--- src/rtl/wb_stage.sv ---
// wb_stage: write-back pipeline stage.
// Takes one instruction per handshake from the memory stage, waits for load
// data when the instruction is a load, extends it, and drives the register
// file write port plus the valid/ready-go qualifiers.
// Optional feature: define WB_RETIRE_CNT_EN to add a 64-bit retire counter.
module wb_stage #(
  parameter int unsigned DATA_WIDTH = 32,
  parameter int unsigned RD_WIDTH   = 5
) (
  input  logic                  clk,
  input  logic                  rst_n,
  input  logic                  valid_mem,
  output logic                  allow_in_wb,
  input  logic                  mem_we,
  input  logic [RD_WIDTH-1:0]   mem_rd,
  input  logic [1:0]            mem_wb_sel,
  input  logic [DATA_WIDTH-1:0] mem_alu_res,
  input  logic [DATA_WIDTH-1:0] mem_pc,
  input  logic [2:0]            mem_funct3,
  input  logic [31:0]           dmem_rdata,
  input  logic                  dmem_rvalid,
  input  logic                  allow_in_regfile,
  output logic                  we,
  output logic [RD_WIDTH-1:0]   wa,
  output logic [DATA_WIDTH-1:0] wd,
  output logic                  valid_wb,
  output logic                  ready_go_wb
`ifdef WB_RETIRE_CNT_EN
  ,
  output logic [63:0]           retire_cnt
`endif
);

  localparam int unsigned WORD_W = 32;
  localparam logic [1:0]  SEL_LOAD = 2'b01;
  localparam logic [1:0]  SEL_PC4  = 2'b10;

  logic                  we_q;
  logic [RD_WIDTH-1:0]   rd_q;
  logic [1:0]            wb_sel_q;
  logic [DATA_WIDTH-1:0] alu_res_q;
  logic [DATA_WIDTH-1:0] pc_q;
  logic [2:0]            funct3_q;
  logic                  load_got;
  logic [WORD_W-1:0]     load_buf;

  logic                  int_ready;
  logic                  accept;
  logic                  capture;
  logic [WORD_W-1:0]     load_word;
  logic [7:0]            ld_byte;
  logic [15:0]           ld_half;
  logic [WORD_W-1:0]     load_ext;

  // Handshake: completion, acceptance and early load capture
  always_comb begin
    int_ready   = 1'b0;
    ready_go_wb = 1'b0;
    allow_in_wb = 1'b0;
    accept      = 1'b0;
    capture     = 1'b0;
    int_ready   = (wb_sel_q != SEL_LOAD) | load_got | dmem_rvalid;
    ready_go_wb = valid_wb & int_ready & allow_in_regfile;
    allow_in_wb = ~valid_wb | ready_go_wb;
    accept      = valid_mem & allow_in_wb;
    // A response arriving in the completing cycle is consumed via the bypass
    capture     = valid_wb & (wb_sel_q == SEL_LOAD) & ~load_got & dmem_rvalid
                  & ~ready_go_wb;
  end

  // Stage registers: accept latches a new instruction, drain empties, capture buffers load data
  always_ff @(posedge clk) begin
    if (!rst_n) begin
      valid_wb  <= 1'b0;
      we_q      <= 1'b0;
      rd_q      <= '0;
      wb_sel_q  <= '0;
      alu_res_q <= '0;
      pc_q      <= '0;
      funct3_q  <= '0;
      load_got  <= 1'b0;
      load_buf  <= '0;
    end else if (accept) begin
      valid_wb  <= 1'b1;
      we_q      <= mem_we;
      rd_q      <= mem_rd;
      wb_sel_q  <= mem_wb_sel;
      alu_res_q <= mem_alu_res;
      pc_q      <= mem_pc;
      funct3_q  <= mem_funct3;
      load_got  <= 1'b0;
    end else if (ready_go_wb) begin
      valid_wb  <= 1'b0;
    end else if (capture) begin
      load_got  <= 1'b1;
      load_buf  <= dmem_rdata;
    end
  end

  // Load data selection and byte/half extension
  always_comb begin
    load_word = '0;
    ld_byte   = '0;
    ld_half   = '0;
    load_ext  = '0;
    load_word = load_got ? load_buf : dmem_rdata;
    case (alu_res_q[1:0])
      2'b00:   ld_byte = load_word[7:0];
      2'b01:   ld_byte = load_word[15:8];
      2'b10:   ld_byte = load_word[23:16];
      default: ld_byte = load_word[31:24];
    endcase
    ld_half = alu_res_q[1] ? load_word[31:16] : load_word[15:0];
    case (funct3_q)
      3'b000:  load_ext = {{24{ld_byte[7]}}, ld_byte};
      3'b001:  load_ext = {{16{ld_half[15]}}, ld_half};
      3'b100:  load_ext = {24'b0, ld_byte};
      3'b101:  load_ext = {16'b0, ld_half};
      default: load_ext = load_word;
    endcase
  end

  // Register file write port
  always_comb begin
    we = 1'b0;
    wa = '0;
    wd = '0;
    we = valid_wb & we_q;
    wa = rd_q;
    case (wb_sel_q)
      SEL_LOAD: wd = DATA_WIDTH'(load_ext);
      SEL_PC4:  wd = pc_q + DATA_WIDTH'(4);
      default:  wd = alu_res_q;
    endcase
  end

`ifdef WB_RETIRE_CNT_EN
  // Count completed instructions, wrapping at 2^64
  always_ff @(posedge clk) begin
    if (!rst_n) begin
      retire_cnt <= '0;
    end else if (ready_go_wb) begin
      retire_cnt <= retire_cnt + 64'd1;
    end
  end
`endif

endmodule

--- config.mk ---
export PLATFORM = sky130hd
export DESIGN_NAME = wb_stage
export DESIGN_NICKNAME = d
export VERILOG_FILES = /design/src/rtl/wb_stage.sv
export SDC_FILE = /design/constraint.sdc
export NUM_CORES = 1
export LEC_CHECK = 0
export ABC_AREA = 0
export BUFFER_PORTS_ARGS = -buffer_cell sky130_fd_sc_hd__clkbuf_2
export CAP_MARGIN = 20
export CORE_UTILIZATION = 49
export CTS_CLUSTER_DIAMETER = 200
export DETAILED_ROUTE_END_ITERATION = 8
export GPL_ROUTABILITY_DRIVEN = 1
export PLACE_DENSITY = 0.78
export SLEW_MARGIN = 30
export SYNTH_ARGS = -nofsm -noshare
export SYNTH_HDL_FRONTEND = slang
export SYNTH_SLANG_ARGS = --single-unit
--- constraint.sdc ---
create_clock -name clk -period 1.8 [get_ports clk]
set_input_delay 0.18 -clock clk [delete_from_list [all_inputs] [get_ports clk]]
set_output_delay 0.18 -clock clk [all_outputs]
set_load 0.01 [all_outputs]
==> results of run 1 <==
-- registers in the layout (all words and copies together), names as in the netlist --
signal     flops
alu_res_q     32
funct3_q       3
load_buf      32
load_got       1
pc_q          32
valid_wb       1
wa             5
wb_sel_q       2
we_q           1
-- area by class of cell --
type	instances	share of cell area [%]
Clock inverter	4	0.265
Timing Repair Buffer	311	25.7
Multi-Input combinational cell	614	45.5
Sequential cell	109	23.3
Inverter	10	0.397
Clock buffer	11	2.57
Tap cell	168	2.22
-- metrics by stage --
step	setup WS, ps	total power [µW]
final	-822	6140
after global placement	-322	3760
after CTS	-635	5820
after floorplan	-170	3200
after global routing	-846	6290
after detailed placement	-387	3780
-- worst paths after layout --
check	end	slack, ps	cells after the start
worst max-delay path	wd[15]	-820	7
worst min-delay path	pc_q[5]	20	3
worst max register to register	alu_res_q[13]	-140	9
worst min register to register	load_buf[1]	450	2
-- layer usage --
metal	vias to the layer above	routed length, µm	track usage, %
li1	3243	-	-
met1	3612	9740	42.7
met2	695	12300	60.4
met3	286	3280	8.93
met4	0	2530	15.8
met5	-	0	0
-- tightest hold or removal path: stages --
cell and delay, ps:
sky130_fd_sc_hd__clkbuf_2 80, sky130_fd_sc_hd__nand2_1 40, sky130_fd_sc_hd__a21boi_1 50
-- cells in the final DEF (no fill, tap or decap), types with 8 or more instances in the layout --
master	netlist	layout
sky130_fd_sc_hd__nand2_2	0	22
sky130_fd_sc_hd__nor2_1	24	18
sky130_fd_sc_hd__mux2i_4	1	10
sky130_fd_sc_hd__dfxtp_2	0	10
sky130_fd_sc_hd__a21boi_2	0	15
sky130_fd_sc_hd__o211ai_1	12	12
sky130_fd_sc_hd__a21boi_0	106	24
sky130_fd_sc_hd__a21oi_1	25	23
sky130_fd_sc_hd__buf_6	1	15
sky130_fd_sc_hd__clkbuf_2	1	138
sky130_fd_sc_hd__buf_4	0	116
sky130_fd_sc_hd__mux2i_1	31	21
sky130_fd_sc_hd__buf_12	0	13
sky130_fd_sc_hd__nand3_1	19	14
sky130_fd_sc_hd__nand2_1	255	231
sky130_fd_sc_hd__dfxtp_1	109	96
sky130_fd_sc_hd__clkbuf_16	0	16
sky130_fd_sc_hd__a221o_1	8	8
sky130_fd_sc_hd__xor2_1	16	15
sky130_fd_sc_hd__buf_2	13	14
sky130_fd_sc_hd__a21boi_1	3	70
-- cells in the mapped netlist, drive strengths merged (4+ instances only) --
cell type	n	area, µm²
dfxtp	109	2180
a21oi	25	125
o211ai	12	90.1
mux2	5	56.3
a21boi	109	818
inv	9	33.8
xor2	16	140
nor3	9	55.1
and2	4	25.0
xnor2	7	61.3
mux4	6	135
mux2i	32	333
a22oi	7	52.6
nor2	24	90.1
and3	4	25.0
nand3	19	95.1
nand4	5	31.3
a31oi	4	25.0
a221o	8	80.1
nand2	255	957
nor2b	5	31.3
o21ai	19	95.1
buf	19	95.1
clkbuf	37	140
-- timing repair --
item,in CTS,in global routing
buffers inserted,21,11
pin swaps,36,28
cloned,6,8
gates resized for setup,158,124
hold buffers,0,0
endpoints found under the setup margin,96,142
-- power groups by stage --
stage	registers [µW]	clock network, µW	logic, µW
4_1_cts	2600	1880	1350
5_1_grt	2620	2000	1670
6_report	2610	1920	1610
3_5_place_dp	2640	0	1130
2_1_floorplan	2640	0	563
3_3_place_gp	2640	0	1120
-- cells by family after synthesis --
kind of cell,synth area share [%]
muxes,8.59
DFF,35.7
adders and majority gates,0.615
xor gates and xnor gates,3.30
AOI/OAI and AO/OA,24.0
and+or+nand+nor,23.3
buffers and inverters,4.47
==> results.md, run 1 <==
- The count of buffering cells on the critical path with inverters included is 2.
- The routed via count is 7836.
- The fraction of power spent switching nets is 30.9%.
- Counting flops with a built-in enable in the synthesized netlist gives 0.
- The Yosys step of the flow raised 0 warnings.
- The final worst setup slack is -822 ps.
- For this design the total switching power over the nets is 1900 µW.
- Clock tree synthesis selected as its root buffer the cell sky130_fd_sc_hd__clkbuf_16.
- In this run the most critical hold path is launched from mem_pc[5].
- The number of placed I/O pins is 153.
- The global-route wire length before repair is 35.4 mm.
- The layout cell share with drive strength beyond 1 is 43.4%.
- After the first detailed-routing iteration, the DRC count stood at 1120.
- On the final layout, the worst clock skew is 12.1 ps.
- Fill cells in the final layout number 689.
- For this run the aggregate overflow at the end of global routing stands at 0.
- Routability-driven placement finished with a final weighted congestion of 0.952.
- Synthesis inferred 109 register bits.
- The starting density of the core is 50.6%.
- The setup path with the least slack is of type reg -> out.
- The area occupied by multi-input gates is 0.00431 mm².
- The worst hold slack is 17.2 ps.
- The worst path in the final design needs a cycle of 2620 ps, including I/O delays and setup.
- Per report_power, the sequential group accounts for 42.5% of the total.
- The clock net in this run drives a total of 109 sinks.
- The tool flagged a number of max-cap violations equal to 0.
- The clock-pin slew on the worst setup and hold paths is 80 ps.
- Setup violations remaining at the end of the flow were counted as 71.
- The signal on the critical path passes through mux4_2 > buf_4 > a22oi_1 > o21ai_0 > nand2_1 > o311ai_1 > clkbuf_2.
- The slowest cell on the critical path is sky130_fd_sc_hd__mux4_2.
- Setup repair after global routing could not meet its margin everywhere.
- The HPWL after detailed placement is 14.5 mm.
- The final layout contains 1170 nets.
- The internal power summed over all cells is 4240 µW.
- The via density per instance is 6.39.
- The count of inserted antenna diode cells is 0.
- The first TritonRoute pass finished after 6 iterations.
- Counting along the longest clock path gives a buffer depth of 2.
- Summing every instance area after synthesis gives 0.00611 mm².
- TritonCTS built the clock tree.
- The worst-case vdd ir drop is 0.588 mV.
- For this run, asynchronously set or reset flops after synthesis account for 0%.
- The worst flop-to-flop path startpoint is load_got.
- The number of nets with antenna violations after detailed routing is 0.
- In this run the vertical extent of the chip is 114 µm.
- The via count of the first global-routing pass was 6820.
- The relative contribution of the clock network to total power is 31.3%.
- The number of nets handed over by synthesis was 904.
- The number of placed instances, taps included, is 1168.
- In this run the power density over the cells is 649 mW/mm².
- In this run, the combinational gates consume 26.2% of the power.
- The register area is 0.00221 mm².
- The leakage power of the design is 0.00392 µW.
- Sequential cells were found to cover 35.7% of the synthesized design area.
- The largest single stage delay on the critical path is 590 ps.
- At the pin with the least slew margin, the transition time is 699 ps.
- The cell family contributing the most delay on the critical path is compound AO/OA/AOI/OAI gates.
- The finished cells cover 0.00946 mm².
- The sum of negative setup slack is -22650 ps.
- Global routing consumed, over all layers together, 35.6% of the routing resources.
- The kind of path behind the tightest hold check is in -> reg.
- The routed design has 27.8 mm of wire.
- Of the available clock period, the critical path in the final layout requires 146%.
- For the worst setup path, the data arrival time is 2440 ps.
- The mean instance size in the synthesized netlist is 7.74 µm².
- During placement, the flow inserted port buffers numbering 152.
- The checks that failed: negative setup slack.
- The number of clock buffers added by TritonCTS is 9.
- In this run the standard cell core region covers 0.0121 mm².
- The max-slew headroom at the worst pin is 53.4%.
- The count of cell types in the netlist is 54.
- After detailed routing, the average wire length per cell comes to 22.7 µm.
- The H-tree was split into 3 levels.
- The maximum net fanout on the critical path is 4.
- The highest achievable clock rate is 381 MHz.
- The most critical setup path has its startpoint at load_got.
- Clock latency on the worst-skew pair, taken at its later pin, is 370 ps.
- The count of mapped cells out of synthesis is 789.
- The die covers 0.0129 mm².
- The number of hold violations in the final report came to 0.
- The kind of end point of the critical path is a primary output.
- The number of antenna violations at the first check in global routing was 0.
- The floorplan has 40 rows.
- For this run, design rule violations remaining after detail routing come to 0.
- Entering global routing, the biggest net connects 34 pins.
- STA classifies the critical path startpoint as a register.
- The area growth from synthesis to layout is 54.9%.
- The die is 114 µm wide.
- The utilization of the core after routing is 78.4%.
- After detailed placement, the total cell area comes to 0.00787 mm².
- The finished layout holds 1227 standard cells, fillers aside.
- Data on the critical path is required at its endpoint by 1620 ps.
- The number of slew-limit violations in the final report is 0.
- Among all flip-flop cells after synthesis, the most frequent one is sky130_fd_sc_hd__dfxtp_1.
- The flow ran to the end, but the final reports show violations.
Note: power is estimated with default switching activity, not from simulation.
==> run 2: changes to the inputs <==
--- a/config.mk
+++ b/config.mk
@@ -8,7 +8,9 @@
 export ABC_AREA = 0
 export BUFFER_PORTS_ARGS = -buffer_cell sky130_fd_sc_hd__clkbuf_2
 export CAP_MARGIN = 20
-export CORE_UTILIZATION = 49
+export CELL_PAD_IN_SITES_DETAIL_PLACEMENT = 1
+export CELL_PAD_IN_SITES_GLOBAL_PLACEMENT = 1
+export CORE_UTILIZATION = 35
 export CTS_CLUSTER_DIAMETER = 200
 export DETAILED_ROUTE_END_ITERATION = 8
 export GPL_ROUTABILITY_DRIVEN = 1
==> constraint.sdc (replaced) <==
create_clock -name clk -period 1.8 [get_ports clk]
set_input_delay 0 -clock clk [delete_from_list [all_inputs] [get_ports clk]]
set_output_delay 0 -clock clk [all_outputs]
set_load 0.01 [all_outputs]
==> run 2 against run 1 <==
  * The flow still finishes with violations (negative setup slack)
  * Critical path depth decreased by 1
  * Routed wire length increased by 34%
  * Largest cell class unchanged
  * Clock power up 9%
  * Clock-buffer cell count is 1 lower
  * Maximum frequency up 3.9%
  * Sequential power barely moved
==> results.md, run 2 (same netlist as run 1, synthesis figures left out) <==
- In the final routed layout, each cell accounts on average for 26.7 µm.
- The max-slew headroom at the worst pin is 62.1%.
- The detailed router's first-iteration violation count is 795.
- The detailed-router iteration count before antenna repair is 5.
- From bottom edge to top edge, the die measures 134 µm.
- In the final design database the tool counted 1280 nets.
- The number of cell rows is 47.
- Compared with the post-synthesis result, the final layout area differs by 74.3%.
- The leakage power of the design is 0.00436 µW.
- The HPWL after detailed placement is 18.0 mm.
- At the end of routability-driven placement, the weighted congestion stood at 0.882.
- The number of cells traversed by the worst register-to-register path is 9.
- The layout cell share with drive strength beyond 1 is 41.1%.
- Along the worst path, the maximum fanout reaches 4.
- The checks that failed: negative setup slack.
- In the final layout, flip-flops and latches occupy 0.00221 mm².
- In the layout the commonest cells are 217 x sky130_fd_sc_hd__nand2_1, 135 x sky130_fd_sc_hd__clkbuf_2, 112 x sky130_fd_sc_hd__buf_4.
- The die footprint is 0.0180 mm².
- The type of origin of the critical path is a register.
- Traced cell by cell, the critical path runs through nand4_1 > or3b_4 > nor4_1 > o21ai_1 > a32oi_2 > clkbuf_2.
- The number of nets with antenna violations after detailed routing is 0.
- The largest net degree at the start of global routing is 47.
- After detailed routing, the number of remaining DRC violations is 0.
- The number of hold violations in the final report was 0.
- TritonCTS built the clock tree.
- The area inside the core boundary is 0.0168 mm².
- On the critical path, the stage with the largest delay is an instance of sky130_fd_sc_hd__or3b_4.
- Timing analysis after detailed placement gives a worst setup slack of -216 ps.
- For this design the total switching power over the nets is 2130 µW.
- The layout has 1965 filler cells.
- The first global-routing pass estimated 43.9 mm of wire.
- The die is 134 µm wide.
- The arrival time at the worst endpoint is 2520 ps.
- At the later pin of the worst-skew pair, clock insertion delay measures 380 ps.
- At the pin with the least slew margin, the transition time is 568 ps.
- The kind of end point of the critical path is a primary output.
- The leading cell type in the layout, fill and taps excluded is sky130_fd_sc_hd__nand2_1.
- In this run, the clock network consumes 31.8% of the power.
- The setup skew after layout is 13.3 ps.
- The via count of the first global-routing pass is 8031.
- The starting density of the core is 36.3%.
- The count of final setup violators is 91.
- For this run, the top clock speed supported by timing is 396 MHz.
- The design draws 6620 µW.
- The tightest hold path in the finished design has a slack of 261 ps.
- The kind of path behind the tightest hold check is in -> reg.
- The number of slew-limit violations in the final report is 0.
- On the worst path, the slowest cell contributes a delay of 510 ps.
- The flow ran to the end, but the final reports show violations.
- The number of placed I/O pins is 153.
- The share of total power in combinational logic is 28.6%.
- After detailed routing, the total wire length is 37.2 mm.
- Net switching is 32.2% of the power.
- The category of the critical setup timing path is reg -> out.
- The count of buffers added on input and output ports is 152.
- The number of antenna violations at the first check in global routing came to 1.
- Internal power comes to 4490 µW.
- Data on the critical path is required at its endpoint by 1800 ps.
- Clock-pin slew was measured on the worst setup and hold paths at 80 ps.
- The count of max-cap constraint violations is 0.
- Setup repair after global routing could not meet its margin everywhere.
- The final worst setup slack is -723 ps.
- Dividing the final minimum period by the clock period gives 140%.
- For this design the ratio of total power to cell area is 622 mW/mm².
- Of the total power, registers draw 39.6%.
- The routed via count is 8321.
- After detailed routing, the number of vias per cell comes to 5.99.
- The largest registers in the layout are alu_res_q x32, load_buf x32, pc_q x32.
- Clock tree synthesis found a total of 109 sinks.
- For this run the aggregate overflow at the end of global routing stands at 0.
- TritonCTS created 9 clock buffers.
- The depth of the CTS H-tree is 3.
- The cell depth of the worst hold path is 2.
- The minimum clock period after layout is 2520 ps.
- Summing all multi-input logic gate instances after layout gives 0.00433 mm².
- The master cell of the clock root buffer is sky130_fd_sc_hd__clkbuf_16.
- The overall routing resource usage is 32.1%.
- Once layout is complete, the utilization of the core stands at 63.3%.
- The worst-case IR drop observed on VDD is 0.594 mV.
- The clock passes through at most 2 buffers.
-- run 2: changes by cell type in the layout (fill, tap and decap cells not counted), sizes merged --
cell         previous run  this run
dlygate4sd3             0       108
buf                   166       167
bufinv                  0         1
clkinv                  3         4
clkinvlp                2         1
diode                   0         1
-- run 2: repair_timing --
item,in CTS,in global routing
cloned,0,12
hold buffers,108,0
hold endpoints to repair,108,0
resized for setup,69,251
setup buffers,8,11
pin swaps,24,53
setup endpoints to repair,104,133
-- run 2: worst max-delay path: cells and delay by family (launching register included) --
kind	cells	cell delay, ps
and+or+nand+nor	3	1090
AOI/OAI and AO/OA	2	490
DFF	1	380
buffers and inverters	1	190
-- run 2: per-layer routing --
metal | GRT usage (%) | share of wire (%)
met5 | 0 | 0
met4 | 16.2 | 7.0
met3 | 7.52 | 7.7
met2 | 56.8 | 48
met1 | 35.9 | 37
-- run 2: final cells by class --
type                       count  area share, %
clock inverter                 5          0.494
antenna                        1         0.0235
sequential                   109           20.7
timing repair buffer         421           33.0
inverter                      10          0.353
clock buffer                  10           2.15
multi-input combinational    614           40.7
tap                          220           2.59
-- run 2: final timing paths --
check	startpoint	end	slack, ps
worst min-delay path	rst_n	pc_q[3]	260
worst max-delay path	pc_q[10]	wd[30]	-720
worst max register to register	wb_sel_q[1]	alu_res_q[31]	-210
worst min register to register	we_q	we_q	460
-- run 2: power by group through the flow --
stage          registers (µW)  logic [µW]  clock network [µW]
4_1_cts                  2590        1450                2050
6_report                 2620        1900                2100
3_3_place_gp             2640        1170                   0
3_5_place_dp             2640        1200                   0
2_1_floorplan            2640         555                   0
5_1_grt                  2630        1950                2180
-- run 2: per-stage QoR --
stage	std cells	area, µm²	setup TNS (ps)
after detailed placement	1238	8040	-4540
after floorplan	789	6120	-34.4
after global placement	1238	8040	-2480
final	1390	10600	-19490
after global routing	1389	10600	-23190
after CTS	1367	9700	-17020
